$ cat src/rtl/adder_share_arbiter.sv
// Round-robin front end for a single shared W-bit adder: NREQ valid/ready requesters,
// one registered response slot carrying {carry, sum} and the owning requester ID.
module adder_share_arbiter #(
    parameter int NREQ = 4,
    parameter int W    = 8,
    parameter int IDW  = 2
) (
    input  logic              clk,
    input  logic              rst_n,
    input  logic [NREQ-1:0]   req_valid,
    output logic [NREQ-1:0]   req_ready,
    input  logic [NREQ*W-1:0] req_a,
    input  logic [NREQ*W-1:0] req_b,
    output logic              rsp_valid,
    input  logic              rsp_ready,
    output logic [IDW-1:0]    rsp_id,
    output logic [W:0]        rsp_sum,
    output logic [15:0]       grant_cnt
);

    typedef enum logic {
        SLOT_EMPTY = 1'b0,
        SLOT_FULL  = 1'b1
    } slot_state_t;

    if (IDW != $clog2(NREQ)) begin : g_bad_idw
        $error("IDW must equal clog2(NREQ)");
    end

    slot_state_t          state_r;
    slot_state_t          state_nxt_s;
    logic [IDW-1:0]       ptr_r;
    logic [IDW-1:0]       ptr_nxt_s;
    logic [IDW-1:0]       grant_s;
    logic [IDW:0]         idx_wide_s;
    logic [IDW-1:0]       idx_s;
    logic                 found_s;
    logic                 can_accept_s;
    logic                 accept_s;
    logic [W-1:0]         op_a_s;
    logic [W-1:0]         op_b_s;
    logic [W:0]           sum_s;
    logic [NREQ-1:0]      req_ready_s;
    logic [IDW-1:0]       rsp_id_r;
    logic [W:0]           rsp_sum_r;
    logic [15:0]          grant_cnt_r;

    // Round-robin scan starting at ptr; the index wraps at NREQ, not at 2**IDW.
    always_comb begin
        found_s    = 1'b0;
        grant_s    = {IDW{1'b0}};
        idx_wide_s = {(IDW+1){1'b0}};
        idx_s      = {IDW{1'b0}};
        for (int k = 0; k < NREQ; k++) begin
            idx_wide_s = {1'b0, ptr_r} + (IDW+1)'(k);
            idx_wide_s = (idx_wide_s >= (IDW+1)'(NREQ)) ? (idx_wide_s - (IDW+1)'(NREQ)) : idx_wide_s;
            idx_s      = idx_wide_s[IDW-1:0];
            grant_s    = (!found_s && req_valid[idx_s]) ? idx_s : grant_s;
            found_s    = found_s | req_valid[idx_s];
        end
    end

    // Operand mux, adder and one-hot ready for the granted lane.
    always_comb begin
        op_a_s      = {W{1'b0}};
        op_b_s      = {W{1'b0}};
        req_ready_s = {NREQ{1'b0}};
        for (int i = 0; i < NREQ; i++) begin
            op_a_s         = (grant_s == IDW'(i)) ? req_a[i*W +: W] : op_a_s;
            op_b_s         = (grant_s == IDW'(i)) ? req_b[i*W +: W] : op_b_s;
            req_ready_s[i] = accept_s && (grant_s == IDW'(i));
        end
        sum_s = {1'b0, op_a_s} + {1'b0, op_b_s};
    end

    // rsp_ready passes straight through so a full slot can drain and refill in one cycle.
    assign can_accept_s = (state_r == SLOT_EMPTY) || rsp_ready;
    assign accept_s     = rst_n && found_s && can_accept_s;
    assign ptr_nxt_s    = (grant_s == IDW'(NREQ - 1)) ? {IDW{1'b0}} : (grant_s + IDW'(1));

    // Slot FSM next state.
    always_comb begin
        state_nxt_s = state_r;
        case (state_r)
            SLOT_EMPTY: state_nxt_s = accept_s ? SLOT_FULL : SLOT_EMPTY;
            SLOT_FULL:  state_nxt_s = (rsp_ready && !accept_s) ? SLOT_EMPTY : SLOT_FULL;
            default:    state_nxt_s = SLOT_EMPTY;
        endcase
    end

    // Slot FSM state register.
    always_ff @(posedge clk) begin
        if (!rst_n) begin
            state_r <= SLOT_EMPTY;
        end else begin
            state_r <= state_nxt_s;
        end
    end

    // Response slot, priority pointer and transfer counter update only on accept.
    always_ff @(posedge clk) begin
        if (!rst_n) begin
            ptr_r       <= {IDW{1'b0}};
            rsp_id_r    <= {IDW{1'b0}};
            rsp_sum_r   <= {(W+1){1'b0}};
            grant_cnt_r <= 16'h0000;
        end else if (accept_s) begin
            ptr_r       <= ptr_nxt_s;
            rsp_id_r    <= grant_s;
            rsp_sum_r   <= sum_s;
            grant_cnt_r <= grant_cnt_r + 16'h0001;
        end else begin
            ptr_r       <= ptr_r;
            rsp_id_r    <= rsp_id_r;
            rsp_sum_r   <= rsp_sum_r;
            grant_cnt_r <= grant_cnt_r;
        end
    end

    assign req_ready = req_ready_s;
    assign rsp_valid = (state_r == SLOT_FULL);
    assign rsp_id    = rsp_id_r;
    assign rsp_sum   = rsp_sum_r;
    assign grant_cnt = grant_cnt_r;

endmodule

$ cat config.mk
export PLATFORM = sky130hd
export DESIGN_NAME = adder_share_arbiter
export DESIGN_NICKNAME = d
export VERILOG_FILES = /design/src/rtl/adder_share_arbiter.sv
export SDC_FILE = /design/constraint.sdc
export NUM_CORES = 1
export LEC_CHECK = 0
export CAP_MARGIN = 0
export CORE_MARGIN = 4
export CORE_UTILIZATION = 45
export DETAILED_ROUTE_END_ITERATION = 12
export PLACE_DENSITY = 0.85
export SLEW_MARGIN = 20
export SYNTH_ARGS = -nofsm -noshare
export SYNTH_HDL_FRONTEND = slang
export SYNTH_SLANG_ARGS = --single-unit
$ cat constraint.sdc
create_clock -name clk -period 7.5 [get_ports clk]
set_input_delay 1.875 -clock clk [delete_from_list [all_inputs] [get_ports clk]]
set_output_delay 1.875 -clock clk [all_outputs]
set_load 0.005 [all_outputs]
==> impl_metrics.py <==
metrics = {
    "outcome": {
        "status": "completed",
    },
    "global_route": {
        "antenna_found_initial": 0,
        "grt_use_total_pct": 20.9,
        "first_global_vias": 2409,
        "grt_overflow": 0,
        "grt_pass1_wl_mm": 10.5,
        "grt_max_degree": 34,
    },
    "logic_synthesis": {
        "synth_area_leaders": "dfxtp_1, ha_1, o31ai_1",
        "synth_cell_types": 44,
        "ys_seq_area_share_pct": 26.9,
        "synth_top_cell_by_area": "dfxtp_1",
        "syn-num-nets": 378,
        "synth_commonest_cells": "nand2_1, dfxtp_1, a21oi_1, o31ai_1, o21ai_0",
        "synth_edf_count": 0,
        "yosys_warnings": 0,
        "ys_ff_latch": 30,
        "synth_top_area_share_pct": 26.9,
        "syn_inst": 293,
        "syn_area_per_cell_um2": 7.62,
        "async_reset_ff_share_pct": 0,
        "synth.most_common_cell": "nand2_1",
        "synth_flop_cell": "dfxtp_1",
        "syn_area_um2": 2230,
    },
    "sta": {
        "fin_skew_ns": 0.00462,
        "tightest_slew_ns": 0.997,
        "hold_viol_final": 0,
        "relSlewSlack_pct": 33.4,
        "rsz0062_at_grt": "false",
        "final.min_clock_period_ns": 6.32,
        "max_freq_ghz": 0.158,
        "period_share_pct": 84.3,
        "fin_ws_ns": 1.18,
        "tns_ns": 0,
        "finalSetupViolations": 0,
        "drv_slew": 0,
    },
    "cts": {
        "htree_levels": 2,
        "hold_buffers": 0,
        "numCtsBuffers": 5,
        "cts_buffer_depth": 2,
        "cts_root_buffer": "clkbuf_8",
        "cts_tree": "done",
        "clock-sinks": 30,
        "post_cts_resized": 0,
        "post_cts_buffers": 0,
        "cts.clk_slew.worst_paths_ns": 0.06,
        "insertion_delay_ns": 0.28,
    },
    "final_layout": {
        "drive_gt1_share_pct": 3.36,
        "nets": 471,
        "antenna-diode-count": 0,
        "multi_input_area_um2": 1510,
        "syn_to_final_growth_pct": 50.8,
        "final-seq-area_um2": 601,
        "n_fill_cell": 390,
    },
    "detailed_routing": {
        "wire_per_inst_um": 14.2,
        "drc": 0,
        "drt_iter0_drc": 92,
        "avgViaCountPerCell": 5.68,
        "antenna_left": 0,
        "drt_first_pass_iters": 4,
        "wl_mm": 6.46,
        "num_vias": 2580,
    },
    "placed_design": {
        "post-place-ws_ns": 0.997,
        "post-dp-hpwl_mm": 5.07,
        "place.gp.congestion": 0.825,
        "portBuffers": 102,
    },
    "die": {
        "dieArea_um2": 6150,
        "pin_count": 103,
        "chipHeight_um": 78.5,
        "core_area_um2": 4750,
        "rows": 25,
        "start_util_pct": 47.0,
        "die_w_um": 78.5,
    },
    "worst_setup_path": {
        "crit_arrival_ns": 4.45,
        "crit_fanout": 20,
        "max_stage_delay_ns": 0.60,
        "crit_path_end_kind": "output port",
        "cpMostUsedCell": "clkdlybuf4s50_1",
        "crit_chain": "clkdlybuf4s50_1 > inv_1 > a22o_1 > a221o_1 > nor2_1 > ha_1 > and2_1 > clkdlybuf4s50_1",
        "critPathKind": "input pin to output port",
        "start_kind": "input pin",
        "required_ns": 5.62,
        "crit_slowest_cell": "ha_1",
    },
    "power": {
        "powerDensity_nw_per_um2": 274,
        "ir_worst_vdd_mv": 0.152,
        "p_leak_uw": 0.00120,
    },
    "run": {
        "max_cap_violations": 0,
    },
    "min_path": {
        "min_path_type": "flop to flop",
    },
}
[power breakdown]
group	internal (uW)	total (uW)	switching, uW
sequential	188	209	21.4
clock	73.9	136	61.6
combinational	277	578	301
[final timing paths]
kind	from	to	slack [ns]	cells past startpoint
min reg2reg	rsp_sum[4]$_SDFFE_PN0P_	rsp_sum[4]$_SDFFE_PN0P_	0.47	2
max reg2reg	ptr_r[0]$_SDFFE_PN0P_	rsp_sum[8]$_SDFFE_PN0P_	3.23	14
min	rsp_sum[4]$_SDFFE_PN0P_	rsp_sum[4]$_SDFFE_PN0P_	0.47	2
max	req_valid[3]	req_ready[1]	1.18	8
[cell type report]
type	count	share of cell area, %
clock buffers	7	2.56
clock inverters	1	0.149
inverters	11	1.23
multi-input cells	233	44.8
flip-flops and latches	30	17.8
well taps	67	2.49
repair buffers	105	31.0
[registers in the layout, summed over array words and instances (netlist names)]
| signal | cells |
|---|---|
| rsp_id | 2 |
| ptr_r | 2 |
| rsp_valid | 1 |
| rsp_sum | 9 |
| grant_cnt | 16 |
[cells by family after synthesis]
logic type	count (synthesis)	synth area share [%]
AND/OR/NAND/NOR	117	27.8
XOR/XNOR	3	1.18
adder cells (fa/ha/maj)	14	8.18
multiplexers	2	0.896
AO/OA/AOI/OAI	97	29.5
buffers and inverters	30	5.60
flip-flops	30	26.9
[through the flow]
stage                     std cells  power (uW)  cell area, um2  hold slack (ns)  utilization, %
after floorplan                 293         610            2230            0.448               -
after global placement          446         780            3280            0.453            68.9
after detailed placement        446         786            3280            0.454            68.9
after CTS                       454         924            3370            0.464            70.8
after global routing            454        1010            3370            0.485            70.8
final                           454         923            3370            0.468            70.8
[critical path: cells and delay by family]
family	cells	cell delay (ns)
adders and majority gates	1	0.60
buffers and inverters	3	1.11
AOI/OAI and AO/OA	2	0.51
and+or+nand+nor	2	0.36
[cells in the final DEF, fill, tap and decap left out, drive strengths merged, types with 2 or more instances in the layout]
| cell | netlist | final |
|---|---|---|
| or4 | 7 | 7 |
| xnor2 | 3 | 3 |
| dfxtp | 30 | 30 |
| and2 | 4 | 4 |
| clkdlybuf4s50 | 0 | 102 |
| nor2b | 18 | 18 |
| buf | 6 | 3 |
| nand2b | 5 | 5 |
| clkbuf | 13 | 7 |
| mux2i | 2 | 2 |
| nor2 | 10 | 10 |
| o31ai | 20 | 20 |
| inv | 11 | 11 |
| or3 | 7 | 7 |
| nand3 | 13 | 13 |
| nor4 | 2 | 2 |
| a211o | 2 | 2 |
| ha | 13 | 13 |
| o211ai | 4 | 4 |
| o21ai | 19 | 19 |
| a221oi | 15 | 15 |
| nand3b | 2 | 2 |
| nand4 | 6 | 6 |
| a211oi | 3 | 3 |
| nand2 | 38 | 38 |
| a21oi | 24 | 24 |
| nor3 | 3 | 3 |
[metal layers]
layer | GRT usage (%) | part of all wire (%)
met1 | 24.1 | 42
met2 | 35.0 | 46
met3 | 7.80 | 9.6
met4 | 7.69 | 1.7
met5 | 0 | 0
Note: power is estimated with default switching activity, not from simulation.
==> patch: new RTL, same flow settings <==
Make the reset (`rst_n`) asynchronous in 2 clocked blocks.
--- a/src/rtl/adder_share_arbiter.sv
+++ b/src/rtl/adder_share_arbiter.sv
@@ -90,5 +90,5 @@
 
     // Slot FSM state register.
-    always_ff @(posedge clk) begin
+    always_ff @(posedge clk or negedge rst_n) begin
         if (!rst_n) begin
             state_r <= SLOT_EMPTY;
@@ -99,5 +99,5 @@
 
     // Response slot, priority pointer and transfer counter update only on accept.
-    always_ff @(posedge clk) begin
+    always_ff @(posedge clk or negedge rst_n) begin
         if (!rst_n) begin
             ptr_r       <= {IDW{1'b0}};
Formal check against the unedited RTL: differs if rst_n is asserted again (counterexample within 4 cycles, from zero or initial values and one cycle with rst_n low); with rst_n held inactive, the same outputs for 10 cycles.
==> patch against the original RTL <==
- power grew 5.3%
- global-route usage shrank 0.88 points
- critical path depth is the same
- non-clock buffer count grew 1
- setup slack gained 88 ps
- sequential power grew 22%
- final cell count shrank 7.7%
- final area shrank 0.26%
- synthesized area shrank 0.67%
- sequential cell count is the same
- clock power shrank 13%
- synthesized cell count shrank 14%
- wire length shrank 9.4%
==> patch: results <==
metrics = {
    "cells_and_area": {
        "drive_gt1_share_pct": 3.69,
        "fill_cells": 407,
        "largest_reg_flops": 16,
        "nets": 437,
        "antennaDiodeCount": 0,
    },
    "logic_synthesis": {
        "yosys_warnings": 0,
        "synthTopCellsByArea": "dfrtp_1, nand2_1, ha_1",
        "async_flop_share_pct": 100,
        "syn_nets": 338,
        "synthTopCellsByCount": "nand2_1, dfrtp_1, nor2b_1",
        "seq_area_frac_synth_pct": 33.8,
        "synth_cell_types": 41,
        "synth-main-ff-cell": "dfrtp_1",
    },
    "critical_path": {
        "slowest_stage": "ha_1",
        "cp_max_fo": 20,
        "worstPathArrival_ps": 4360,
        "slowest_delay_ps": 560,
    },
    "pwr": {
        "peakVddDrop_uv": 158,
        "p_leak_uw": 0.00135,
        "intPower_uw": 576,
    },
    "global_route": {
        "track_usage_pct": 20.0,
        "grt_max_degree": 34,
        "grt_pass1_vias": 2303,
        "grt_first_pass_wirelength_mm": 9.78,
        "antenna_found_initial": 0,
    },
    "clocking": {
        "clock_latency_ps": 280,
        "cts_buffer_depth": 2,
        "ctsResizeCount": 0,
        "clkTransAtPathRegs_ps": 50,
        "htreeDepth": 2,
        "ctsHoldBuffers": 0,
        "cts-root-buf": "clkbuf_8",
        "cts_setup_buffers": 0,
        "cts_made_buffers": 5,
    },
    "drt": {
        "routed_wirelength_mm": 5.85,
        "dr.pass1.iters": 4,
        "via_per_inst": 5.39,
        "drt-initial-drc-count": 79,
    },
    "outcome": {
        "status": "complete, no violations",
    },
    "placement": {
        "hpwl_mm": 4.75,
        "dpl_cell_area_um2": 3280,
        "pre_cts_ws_ps": 1180,
        "place_congestion": 0.908,
        "numPortBuffers": 102,
    },
    "timing": {
        "hold_violations": 0,
        "finalClockSkew_ps": 3.32,
        "worst_slew_pin_slew_ps": 953,
    },
    "worst_hold_path": {
        "hp-class": "register to register",
    },
}
-- patch: cell type report --
type                            instances  area (um2)  area share (%)
Multi-Input combinational cell        204        1380            41.0
Timing Repair Buffer                  106        1050            31.3
Sequential cell                        30         751            22.3
Tap cell                               67        83.8            2.50
Clock buffer                            7        76.3            2.27
Inverter                                5        18.8           0.559
-- patch: logic make-up after synthesis --
family                     Yosys count  synth area share [%]
muxes                                3                  1.58
buffers and inverters               19                  4.00
adders and majority gates           14                  8.23
DFF                                 30                  33.8
AOI/OAI and AO/OA                   69                  23.3
xor gates and xnor gates            16                  6.32
and+or+nand+nor                    102                  22.7
-- patch: critical path: cells and delay by family --
kind	cells	cell delay [ps]
AO/OA/AOI/OAI	1	270
AND/OR/NAND/NOR	3	550
buffers and inverters	3	1100
adder cells (fa/ha/maj)	1	560
-- patch: worst paths after layout --
path / start / end / slack [ps] / depth (start not counted)
max: req_valid[3] / req_ready[1] / 1260 / 8
min: rsp_sum[0] / rsp_sum[0] / 470 / 2
max reg2reg: ptr_r[1] / rsp_sum[7] / 3080 / 13
min reg2reg: rsp_sum[0] / rsp_sum[0] / 470 / 2
max in group asynchronous: rst_n / rsp_id[0] / 5230 / 2
min in group asynchronous: rst_n / grant_cnt[8] / 1990 / 2
-- patch: power by group through the flow --
stage | sequential (uW) | combinational (uW) | clock (uW)
finish | 255 | 599 | 118
global route | 263 | 664 | 129
CTS | 255 | 597 | 121
detailed placement | 257 | 593 | 0
global placement | 255 | 583 | 0
floorplan | 254 | 372 | 0
-- patch: routing by layer --
metal | routed length, um | part of all wire, % | vias to the layer above | track usage [%]
met5 | 0 | 0 | - | 0
met4 | 110 | 1.9 | 0 | 8.57
met3 | 555 | 9.5 | 9 | 7.00
met2 | 2800 | 48 | 99 | 34.9
met1 | 2390 | 41 | 1035 | 21.9
li1 | - | - | 1115 | -
-- patch: per-stage QoR --
stage,std cells,utilization [%]
CTS,419,70.7
global route,419,70.7
finish,419,70.7
floorplan,253,-
global placement,412,69.1
detailed placement,412,69.1
